**src/rtl/poker_pkg.sv**
```systemverilog
// Shared poker constants: card widths/ranges, hand codes, payouts, judge FSM states.
package poker_pkg;

  localparam int CARD_NUM_W  = 4;
  localparam int CARD_SUIT_W = 3;
  localparam int NUM_MIN     = 1;
  localparam int NUM_MAX     = 13;
  localparam int SUIT_MIN    = 1;
  localparam int SUIT_MAX    = 4;

  localparam int HIST_W = 3;
  localparam logic [HIST_W-1:0] HIST_SAT = 3'd5;
  localparam logic [HIST_W-1:0] RUN_LEN  = 3'd5;

  localparam logic [3:0] RANK_NONE     = 4'd0;
  localparam logic [3:0] RANK_PAIR     = 4'd1;
  localparam logic [3:0] RANK_TWO_PAIR = 4'd2;
  localparam logic [3:0] RANK_TRIPS    = 4'd3;
  localparam logic [3:0] RANK_STRAIGHT = 4'd4;
  localparam logic [3:0] RANK_FLUSH    = 4'd5;
  localparam logic [3:0] RANK_FULL     = 4'd6;
  localparam logic [3:0] RANK_QUADS    = 4'd7;
  localparam logic [3:0] RANK_SFLUSH   = 4'd8;
  localparam logic [3:0] RANK_ROYAL    = 4'd9;

  localparam logic [7:0] PAY_NONE     = 8'd0;
  localparam logic [7:0] PAY_PAIR     = 8'd0;
  localparam logic [7:0] PAY_TWO_PAIR = 8'd1;
  localparam logic [7:0] PAY_TRIPS    = 8'd1;
  localparam logic [7:0] PAY_STRAIGHT = 8'd3;
  localparam logic [7:0] PAY_FLUSH    = 8'd4;
  localparam logic [7:0] PAY_FULL     = 8'd10;
  localparam logic [7:0] PAY_QUADS    = 8'd20;
  localparam logic [7:0] PAY_SFLUSH   = 8'd25;
  localparam logic [7:0] PAY_ROYAL    = 8'd250;

  typedef enum logic [1:0] {
    ST_IDLE,
    ST_SCAN,
    ST_TALLY,
    ST_CLASSIFY
  } state_t;

endpackage

```
**src/rtl/hand_classify.sv**
```systemverilog
// Priority encoder from tallied hand features to hand code and payout.
module hand_classify
  import poker_pkg::*;
(
  input  logic       err,
  input  logic       straight,
  input  logic       flush,
  input  logic       royal,
  input  logic [1:0] pairs,
  input  logic [1:0] trips,
  input  logic [1:0] quads,
  output logic [3:0] rank,
  output logic [7:0] payout
);

  always_comb begin
    rank   = RANK_NONE;
    payout = PAY_NONE;
    priority case (1'b1)
      err: begin
        rank   = RANK_NONE;
        payout = PAY_NONE;
      end
      (straight && flush && royal): begin
        rank   = RANK_ROYAL;
        payout = PAY_ROYAL;
      end
      (straight && flush): begin
        rank   = RANK_SFLUSH;
        payout = PAY_SFLUSH;
      end
      (quads != 2'd0): begin
        rank   = RANK_QUADS;
        payout = PAY_QUADS;
      end
      (trips != 2'd0 && pairs != 2'd0): begin
        rank   = RANK_FULL;
        payout = PAY_FULL;
      end
      flush: begin
        rank   = RANK_FLUSH;
        payout = PAY_FLUSH;
      end
      straight: begin
        rank   = RANK_STRAIGHT;
        payout = PAY_STRAIGHT;
      end
      (trips != 2'd0): begin
        rank   = RANK_TRIPS;
        payout = PAY_TRIPS;
      end
      (pairs == 2'd2): begin
        rank   = RANK_TWO_PAIR;
        payout = PAY_TWO_PAIR;
      end
      (pairs == 2'd1): begin
        rank   = RANK_PAIR;
        payout = PAY_PAIR;
      end
      default: begin
        rank   = RANK_NONE;
        payout = PAY_NONE;
      end
    endcase
  end

endmodule

```
**src/rtl/hand_judge.sv**
```systemverilog
// Multi-cycle poker hand judge: scan, rank histogram tally, classify.
// Define JUDGE_DUP_CHECK_EN to flag duplicate cards as an error.
module hand_judge
  import poker_pkg::*;
#(
  parameter int NUM_W  = CARD_NUM_W,
  parameter int SUIT_W = CARD_SUIT_W
) (
  input  logic              clock,
  input  logic              reset_c,
  input  logic              start,
  input  logic [NUM_W-1:0]  num0,
  input  logic [NUM_W-1:0]  num1,
  input  logic [NUM_W-1:0]  num2,
  input  logic [NUM_W-1:0]  num3,
  input  logic [NUM_W-1:0]  num4,
  input  logic [SUIT_W-1:0] suit0,
  input  logic [SUIT_W-1:0] suit1,
  input  logic [SUIT_W-1:0] suit2,
  input  logic [SUIT_W-1:0] suit3,
  input  logic [SUIT_W-1:0] suit4,
  output logic              busy,
  output logic              done,
  output logic [3:0]        rank,
  output logic [7:0]        payout,
  output logic              err
);

  localparam int HIST_N = 2 ** NUM_W;

  state_t            state;
  logic [NUM_W-1:0]  nums  [5];
  logic [SUIT_W-1:0] suits [5];
  logic [HIST_W-1:0] hist  [HIST_N];
  logic [2:0]        idx;
  logic [3:0]        step;
  logic [HIST_W-1:0] run;
  logic              bad;
  logic              flush;
  logic              straight;
  logic              royal;
  logic [1:0]        pairs;
  logic [1:0]        trips;
  logic [1:0]        quads;

  logic [NUM_W-1:0]  cur_num;
  logic [SUIT_W-1:0] cur_suit;
  logic              bad_card;
  logic              dup;
  logic [NUM_W-1:0]  bin;
  logic [HIST_W-1:0] hv;
  logic [HIST_W-1:0] run_nx;
  logic [3:0]        c_rank;
  logic [7:0]        c_payout;

  always_comb begin
    cur_num  = nums[idx];
    cur_suit = suits[idx];
    bad_card = int'(cur_num) < NUM_MIN
            || int'(cur_num) > NUM_MAX
            || int'(cur_suit) < SUIT_MIN
            || int'(cur_suit) > SUIT_MAX;
    dup = 1'b0;
`ifdef JUDGE_DUP_CHECK_EN
    for (int j = 0; j < 4; j++) begin
      if (j < int'(idx)
          && nums[j] == cur_num
          && suits[j] == cur_suit)
        dup = 1'b1;
    end
`endif
    // Step 13 revisits the ace so 10-J-Q-K-A closes the run.
    bin = (step == 4'd13) ? NUM_W'(1)
                          : NUM_W'(step + 4'd1);
    hv = hist[bin];
    if (hv == '0)
      run_nx = '0;
    else if (run == RUN_LEN)
      run_nx = run;
    else
      run_nx = run + 3'd1;
  end

  hand_classify u_classify (
    .err      (bad),
    .straight (straight),
    .flush    (flush),
    .royal    (royal),
    .pairs    (pairs),
    .trips    (trips),
    .quads    (quads),
    .rank     (c_rank),
    .payout   (c_payout)
  );

  always_ff @(posedge clock or negedge reset_c) begin
    if (!reset_c) begin
      state    <= ST_IDLE;
      busy     <= 1'b0;
      done     <= 1'b0;
      err      <= 1'b0;
      rank     <= RANK_NONE;
      payout   <= PAY_NONE;
      bad      <= 1'b0;
      flush    <= 1'b0;
      straight <= 1'b0;
      royal    <= 1'b0;
      pairs    <= '0;
      trips    <= '0;
      quads    <= '0;
      run      <= '0;
      step     <= '0;
      idx      <= '0;
      for (int i = 0; i < HIST_N; i++)
        hist[i] <= '0;
      for (int i = 0; i < 5; i++) begin
        nums[i]  <= '0;
        suits[i] <= '0;
      end
    end else begin
      unique case (state)
        ST_IDLE: begin
          done <= 1'b0;
          if (start) begin
            nums[0]  <= num0;
            nums[1]  <= num1;
            nums[2]  <= num2;
            nums[3]  <= num3;
            nums[4]  <= num4;
            suits[0] <= suit0;
            suits[1] <= suit1;
            suits[2] <= suit2;
            suits[3] <= suit3;
            suits[4] <= suit4;
            for (int i = 0; i < HIST_N; i++)
              hist[i] <= '0;
            bad      <= 1'b0;
            flush    <= 1'b1;
            straight <= 1'b0;
            royal    <= 1'b0;
            pairs    <= '0;
            trips    <= '0;
            quads    <= '0;
            run      <= '0;
            step     <= '0;
            idx      <= '0;
            rank     <= RANK_NONE;
            payout   <= PAY_NONE;
            err      <= 1'b0;
            busy     <= 1'b1;
            state    <= ST_SCAN;
          end
        end
        ST_SCAN: begin
          if (bad_card || dup)
            bad <= 1'b1;
          else if (hist[cur_num] != HIST_SAT)
            hist[cur_num] <= hist[cur_num] + 3'd1;
          if (cur_suit != suits[0])
            flush <= 1'b0;
          if (idx == 3'd4) begin
            idx   <= '0;
            state <= ST_TALLY;
          end else begin
            idx <= idx + 3'd1;
          end
        end
        ST_TALLY: begin
          if (step != 4'd13) begin
            if (hv == 3'd2)
              pairs <= pairs + 2'd1;
            if (hv == 3'd3)
              trips <= trips + 2'd1;
            // Five identical cards saturate at 5 and still count as quads.
            if (hv >= 3'd4)
              quads <= quads + 2'd1;
          end
          run <= run_nx;
          if (run_nx == RUN_LEN) begin
            straight <= 1'b1;
            if (step == 4'd13)
              royal <= 1'b1;
          end
          if (step == 4'd13) begin
            step  <= '0;
            state <= ST_CLASSIFY;
          end else begin
            step <= step + 4'd1;
          end
        end
        ST_CLASSIFY: begin
          rank   <= c_rank;
          payout <= c_payout;
          err    <= bad;
          done   <= 1'b1;
          busy   <= 1'b0;
          state  <= ST_IDLE;
        end
      endcase
    end
  end

endmodule

```
**config.mk**
```make
export PLATFORM = sky130hd
export DESIGN_NAME = hand_judge
export DESIGN_NICKNAME = d
export VERILOG_FILES = /design/src/rtl/poker_pkg.sv /design/src/rtl/hand_classify.sv /design/src/rtl/hand_judge.sv
export SDC_FILE = /design/constraint.sdc
export NUM_CORES = 1
export LEC_CHECK = 0
export BUFFER_PORTS_ARGS = -buffer_cell sky130_fd_sc_hd__buf_2
export CORE_AREA = 4 4 138 174
export DETAILED_ROUTE_END_ITERATION = 8
export DIE_AREA = 0 0 142 178
export RECOVER_POWER = 100
export REMOVE_ABC_BUFFERS = 1
export SKIP_CTS_REPAIR_TIMING = 1
export SYNTH_ARGS = -nofsm -noshare
export SYNTH_HDL_FRONTEND = slang
export SYNTH_SLANG_ARGS = --single-unit
```
**constraint.sdc**
```tcl
create_clock -name clock -period 9.2 [get_ports clock]
set_input_delay 1.38 -clock clock [delete_from_list [all_inputs] [get_ports clock]]
set_output_delay 1.38 -clock clock [all_outputs]
set_load 0.01 [all_outputs]
```
* Word level (Yosys, flattened, before mapping)
Index checks and enable logic that the tools add are counted.
Storage, ports and cells: bits in registers 120, input bits 38, output and inout port bits 15, word-level logic and storage cells 194
Operators by class: add/sub/neg operators 7, order comparisons 9, eq/ne operators 26, mux-type cells 79, bitwise logic cells 3, reduce and logical (&&, ||, !) cells 28
Operator list (count):
- $mux 48 | 3
- $pmux 48 s2 | 1
- $mux 8 | 9
- $mux 4 | 14
- $bwmux 48 | 1
- $mux 3 | 11
- $bmux 3 s4 | 2
- $ne 2x2->1 const B | 12
- $mux 2 | 10
- $reduce_and 4->1 | 5
- $pmux 4 s2 | 2
- $pmux 8 s2 | 1
- $pmux 1 s2 | 7
- $bmux 4 s3 | 1
- $demux 3 s4 | 1
- $pmux 2 s2 | 3
- $pmux 3 s2 | 2
- $reduce_and 3->1 | 4
- $reduce_bool 2->1 | 6
- $ge 5x5->1 const B | 2
- $not 4->5 | 2
- $add 3x1->3 const B | 3
- $bmux 3 s3 | 1
- $eq 3x3->1 const B | 3
- 24 further kinds | 46

* Depth between registers and ports, before layout
depth after elaboration 13, mapped depth 18, depth with buffers taken out 14

* Modules after synthesis
Synthesis repeated with hierarchy kept, for this count alone.
Second synthesis, totals: cell total of the unflattened synthesis 731, area total of the unflattened synthesis 7155.6 um^2
Modules (own cells, without submodules):
- hand_judge | times used 1, cells an instance 693, area each 6935.4 um^2, seq. area each 3002.9 um^2
- hand_classify | times used 1, cells an instance 38, area each 220.2 um^2, seq. area each 0.0 um^2

* Worst setup path after synthesis
OpenSTA, ideal clock, no wires.
kind reg2reg, start register idx[0], end register hist[10] (netlist bit), setup time 121 ps, data arrival time 3419 ps, required time 9079 ps, path slack 5660 ps, stages on the path, launching flop included 18, path buffers 4, period minus slack after synthesis 3540 ps, cells stage by stage dfrtp_1 > buf_6 > mux2_4 > a22o_1 > nor2_1 > buf_4 > clkbuf_1 > nand2_1 > nand3_1 > o21ai_0 > o211ai_1 > o21ai_0 > ha_1 > nor4b_4 > buf_6 > nor3_2 > a31oi_4 > a22o_1
Between the ends: word-level cells in the longest chain between the ends 13, elaborated cells between the ends (all ways) 32, classes of those cells 1 x add/sub; 6 x order compare; 3 x eq/ne; 15 x mux; 2 x bitwise; 5 x reduce/logical
RTL lines:
- start, declared | line hand_judge.sv:35 | logic [2:0] idx;
- start signal, assigned | line hand_judge.sv:165 | idx <= idx + 3'd1;
- $not 3->4 (not written as such) * | line hand_judge.sv:57, hand_judge.sv:58
- $bmux 4 s3 | line hand_judge.sv:57 | cur_num = nums[idx];
- $mux 4 (not written as such) (2 in a row) | line hand_judge.sv:57
- $not 4->5 (not written as such) | line hand_judge.sv:157, hand_judge.sv:158
- $bmux 3 s4, or another cell as far along | line hand_judge.sv:157, hand_judge.sv:158
- $mux 3 (not written as such) / $logic_and 1x1->1 (equally long branches) | line hand_judge.sv:157, hand_judge.sv:158
- $mux 3, on equally long branches | line hand_judge.sv:157, hand_judge.sv:158
- $add 3x1->3 / $demux 3 s4 (equally long branches) | line hand_judge.sv:158 | hist[cur_num] <= hist[cur_num] + 3'd1;
- $bwmux 48 | line hand_judge.sv:158
- $mux 48 | line hand_judge.sv:157 | else if (hist[cur_num] != HIST_SAT)
- $mux 48 | line hand_judge.sv:155 | if (bad_card || dup)
- $pmux 48 s2 | line hand_judge.sv:121 | unique case (state)
- end signal, assigned by index | line hand_judge.sv:158
- end, declared | line hand_judge.sv:34 | logic [HIST_W-1:0] hist [HIST_N];
Mark *: on every way between the ends. The rest lies on a longest branch, timed or not. The select of a mux whose other input is x is not followed. A chain may end at the register's enable or synchronous reset.

* Worst setup path in the final report
start register idx[0], end register hist[14] (netlist bit)
Same word-level chain as after synthesis.

==> results.py <==
metrics = {
    "run_status": {
        "status": "complete, but fails checks",
        "violations": "max-capacitance violations, max-slew violations",
    },
    "finish": {
        "seqCellArea_mm2": 0.00295,
        "drive_above_1_share_pct": 18.6,
        "fin_area_mm2": 0.00758,
        "multi_input_area_mm2": 0.00338,
        "diodes": 0,
        "nNetsFinal": 747,
        "stdcell_count": 986,
        "fin_util_pct": 34.1,
        "num-fill-cells": 2260,
        "area_growth_pct": 14.3,
    },
    "placed_design": {
        "dpl.cell_count": 956,
        "post-place-ws_ns": 4.73,
        "globalplace.congestion": 0.914,
        "post_dp_cell_area_mm2": 0.00711,
        "dp.final_hpwl_um": 12900,
        "port_buffers": 52,
    },
    "clock_network": {
        "clock_path_buffers": 2,
        "clk_pin_slew_worst_paths_ns": 0.06,
        "clock_sinks": 118,
        "cts-root-buf": "clkbuf_16",
        "numCtsBuffers": 17,
        "cts_tree": "built",
        "cts_max_level": 4,
        "insertion_delay_ns": 0.42,
    },
    "power_and_ir_drop": {
        "intPower_mw": 1.52,
        "p_sw_share_pct": 44.8,
        "switchingPower_mw": 1.23,
        "sequentialPowerShare_pct": 29.2,
        "powerDensity_mw_per_mm2": 363,
        "combinationalPowerShare_pct": 48.3,
        "clockPowerShare_pct": 22.5,
        "total_power_mw": 2.75,
        "peakVddDrop_mv": 0.175,
        "leakage_nw": 3.29,
    },
    "floorplanning": {
        "core-area_mm2": 0.0222,
        "die_h_um": 178,
        "start_util_pct": 29.8,
        "die_w_um": 142,
        "die_area_mm2": 0.0253,
        "rows": 61,
        "ioPinCount": 53,
    },
    "grt": {
        "grt_util_met2_pct": 24.1,
        "busiest_layer": "met2",
        "met3_usage_pct": 3.06,
        "grtUsageTotal_pct": 14.9,
        "grt_util_met1_pct": 19.2,
        "grt_max_degree": 65,
        "grt-ovfl-total": 0,
        "antenna_found_initial": 0,
        "grt_pass1_wl_um": 29500,
        "grt_pass1_vias": 5294,
    },
    "setup_path": {
        "endpoint_kind": "flop",
        "reg2reg_depth": 9,
        "required_ns": 9.51,
        "critical_path_arrival_ns": 5.89,
        "critPathLaunchType": "flop",
        "worstSetupPathType": "flop to flop",
        "critical_path.max_fanout": 14,
    },
    "synth": {
        "dominantRegCellSynth": "dfrtp_1",
        "ys_warn_count": 0,
        "ys_ff_latch": 118,
        "ys_seq_area_share_pct": 44.6,
        "synth_top_area_cell": "dfrtp_1",
        "syn_area_per_cell_um2": 10.1,
        "synth_cells": 655,
        "synth_cell_type_count": 64,
        "synth_top_cell_area_share_pct": 44.6,
        "synthArstFlopShare_pct": 100,
        "syn_area_mm2": 0.00663,
        "synth_edf_count": 0,
        "ys_top_cells_by_area": "dfrtp_1, mux2_2, a22o_1",
    },
    "routing": {
        "antenna_left": 0,
        "drt_pre_antenna_iters": 5,
        "drt_wl_total_um": 18200,
        "vias": 5335,
        "routedWlPerCell_um": 18.4,
        "drcViolationCount": 0,
        "viasPerCell": 5.41,
        "drtIter0Drc": 412,
    },
    "sta": {
        "post-route-period-util_pct": 60.7,
        "slew-limit-headroom_pct": -108,
        "fin_ws_ns": 3.62,
        "clock_skew_ns": 0.00899,
        "final-setup-viol-count": 0,
        "finalHoldViolations": 0,
        "tns_ns": 0,
        "fin_hold_ws_ns": 0.479,
        "report.final.slew_viol_count": 137,
        "min_period_ns": 5.58,
        "rsz0062_at_grt": "no",
        "timing.fmax_ghz": 0.179,
        "worst_pin_slew_ns": 3.11,
    },
    "flow_run": {
        "maxCapViolCount": 5,
    },
    "hold_path": {
        "hold_path_depth": 1,
        "hold_class": "flop to flop",
    },
}
power by group through the flow:
stage          Sequential [mW]  Combinational (mW)  Clock [mW]
2_1_floorplan            0.758               0.994           0
3_3_place_gp             0.810                1.35           0
3_5_place_dp             0.811                1.35           0
4_1_cts                  0.803                1.36       0.630
5_1_grt                  0.823                1.47       0.656
6_report                 0.803                1.33       0.619
cell usage in the layout (no fill, tap or decap), drive strengths merged, types with 6 or more instances in the layout:
| cell | Yosys | routed |
|---|---|---|
| dfrtp | 118 | 118 |
| mux2 | 44 | 44 |
| nand2b | 6 | 6 |
| nor3 | 8 | 8 |
| o21ai | 56 | 56 |
| a211oi | 13 | 13 |
| and3 | 10 | 10 |
| a21o | 6 | 6 |
| a22oi | 6 | 6 |
| nor2b | 12 | 12 |
| nand2 | 58 | 58 |
| buf | 15 | 37 |
| inv | 20 | 20 |
| mux4 | 6 | 6 |
| a21oi | 24 | 24 |
| clkbuf | 26 | 40 |
| nor4 | 11 | 11 |
| ha | 17 | 17 |
| a22o | 51 | 51 |
| clkinv | 0 | 8 |
| o22ai | 6 | 6 |
| mux2i | 14 | 14 |
| nand3 | 27 | 27 |
| nor2 | 49 | 49 |
state kept, by name, indices dropped and copies added (netlist names):
signal	count
hist	48
nums	20
suits	15
payout	6
rank	4
step	4
idx	3
run	3
pairs	2
quads	2
state	2
trips	2
bad	1
busy	1
done	1
err	1
flush	1
royal	1
straight	1
Yosys cell counts, types with 3 or more instances:
master    instances
mux2_2           43
mux4_2            6
mux2i_1          14
and3_1           10
nand2_1          57
nand3_1          27
a21o_1            6
nand3b_1          5
a21oi_2           3
ha_1             17
nand2b_1          6
inv_1            19
nor2b_1          12
xnor2_1           4
o21ai_0          46
a22oi_1           3
clkbuf_1         26
nor2_1           48
buf_2             9
a22o_1           51
a32o_1            5
nor4_1           11
a21oi_1          21
dfrtp_1         118
o21ai_1          10
a22oi_2           3
nor3_1            6
buf_4             4
o22ai_1           6
a211oi_1         13
area by class of cell:
type / instances / share of cell area, %
clock inverter: 12 / 1.42
timing repair buffer: 59 / 3.60
inverter: 20 / 0.991
sequential: 118 / 39.0
tap: 283 / 4.67
clock buffer: 18 / 5.80
multi-input combinational: 476 / 44.6
critical path: stages (launching register included):
cell	delay [ns]
dfrtp_1	0.80
mux4_2	0.58
a22oi_1	0.42
clkinv_1	0.23
or2_0	0.48
o311ai_0	1.94
nand2b_1	0.32
a21oi_1	0.17
clkbuf_1	0.26
a22o_1	0.24
routing by layer:
| layer | vias to the layer above | part of all wire, % |
|---|---|---|
| li1 | 2501 | - |
| met3 | 34 | 5.5 |
| met1 | 2625 | 42 |
| met2 | 175 | 49 |
| met5 | - | 0 |
| met4 | 0 | 3.4 |
final timing paths:
check,start,to,slack (ns)
max reg2reg,idx[0]$_DFFE_PN0P_,hist[14]$_DFFE_PN0P_,3.62
min reg2reg,rank[1]$_DFFE_PN0P_,rank[1]$_DFFE_PN0P_,0.48
min in group asynchronous,reset_c,hist[3]$_DFFE_PN0P_,1.99
max in group asynchronous,reset_c,hist[47]$_DFFE_PN0P_,5.12
min,rank[1]$_DFFE_PN0P_,rank[1]$_DFFE_PN0P_,0.48
max,idx[0]$_DFFE_PN0P_,hist[14]$_DFFE_PN0P_,3.62
logic make-up (layout without fill, tap and decap cells):
group / count (synthesis) / after routing / share of synthesized area, %
XOR/XNOR: 6 / 6 / 0.793
adder cells (fa/ha/maj): 17 / 17 / 3.21
buffers and inverters: 61 / 109 / 4.08
AND/OR/NAND/NOR: 201 / 201 / 15.3
AO/OA/AOI/OAI: 188 / 188 / 20.4
flip-flops: 118 / 118 / 44.6
multiplexers: 64 / 64 / 11.7
No activity file was read; power rests on OpenSTA's default activity.
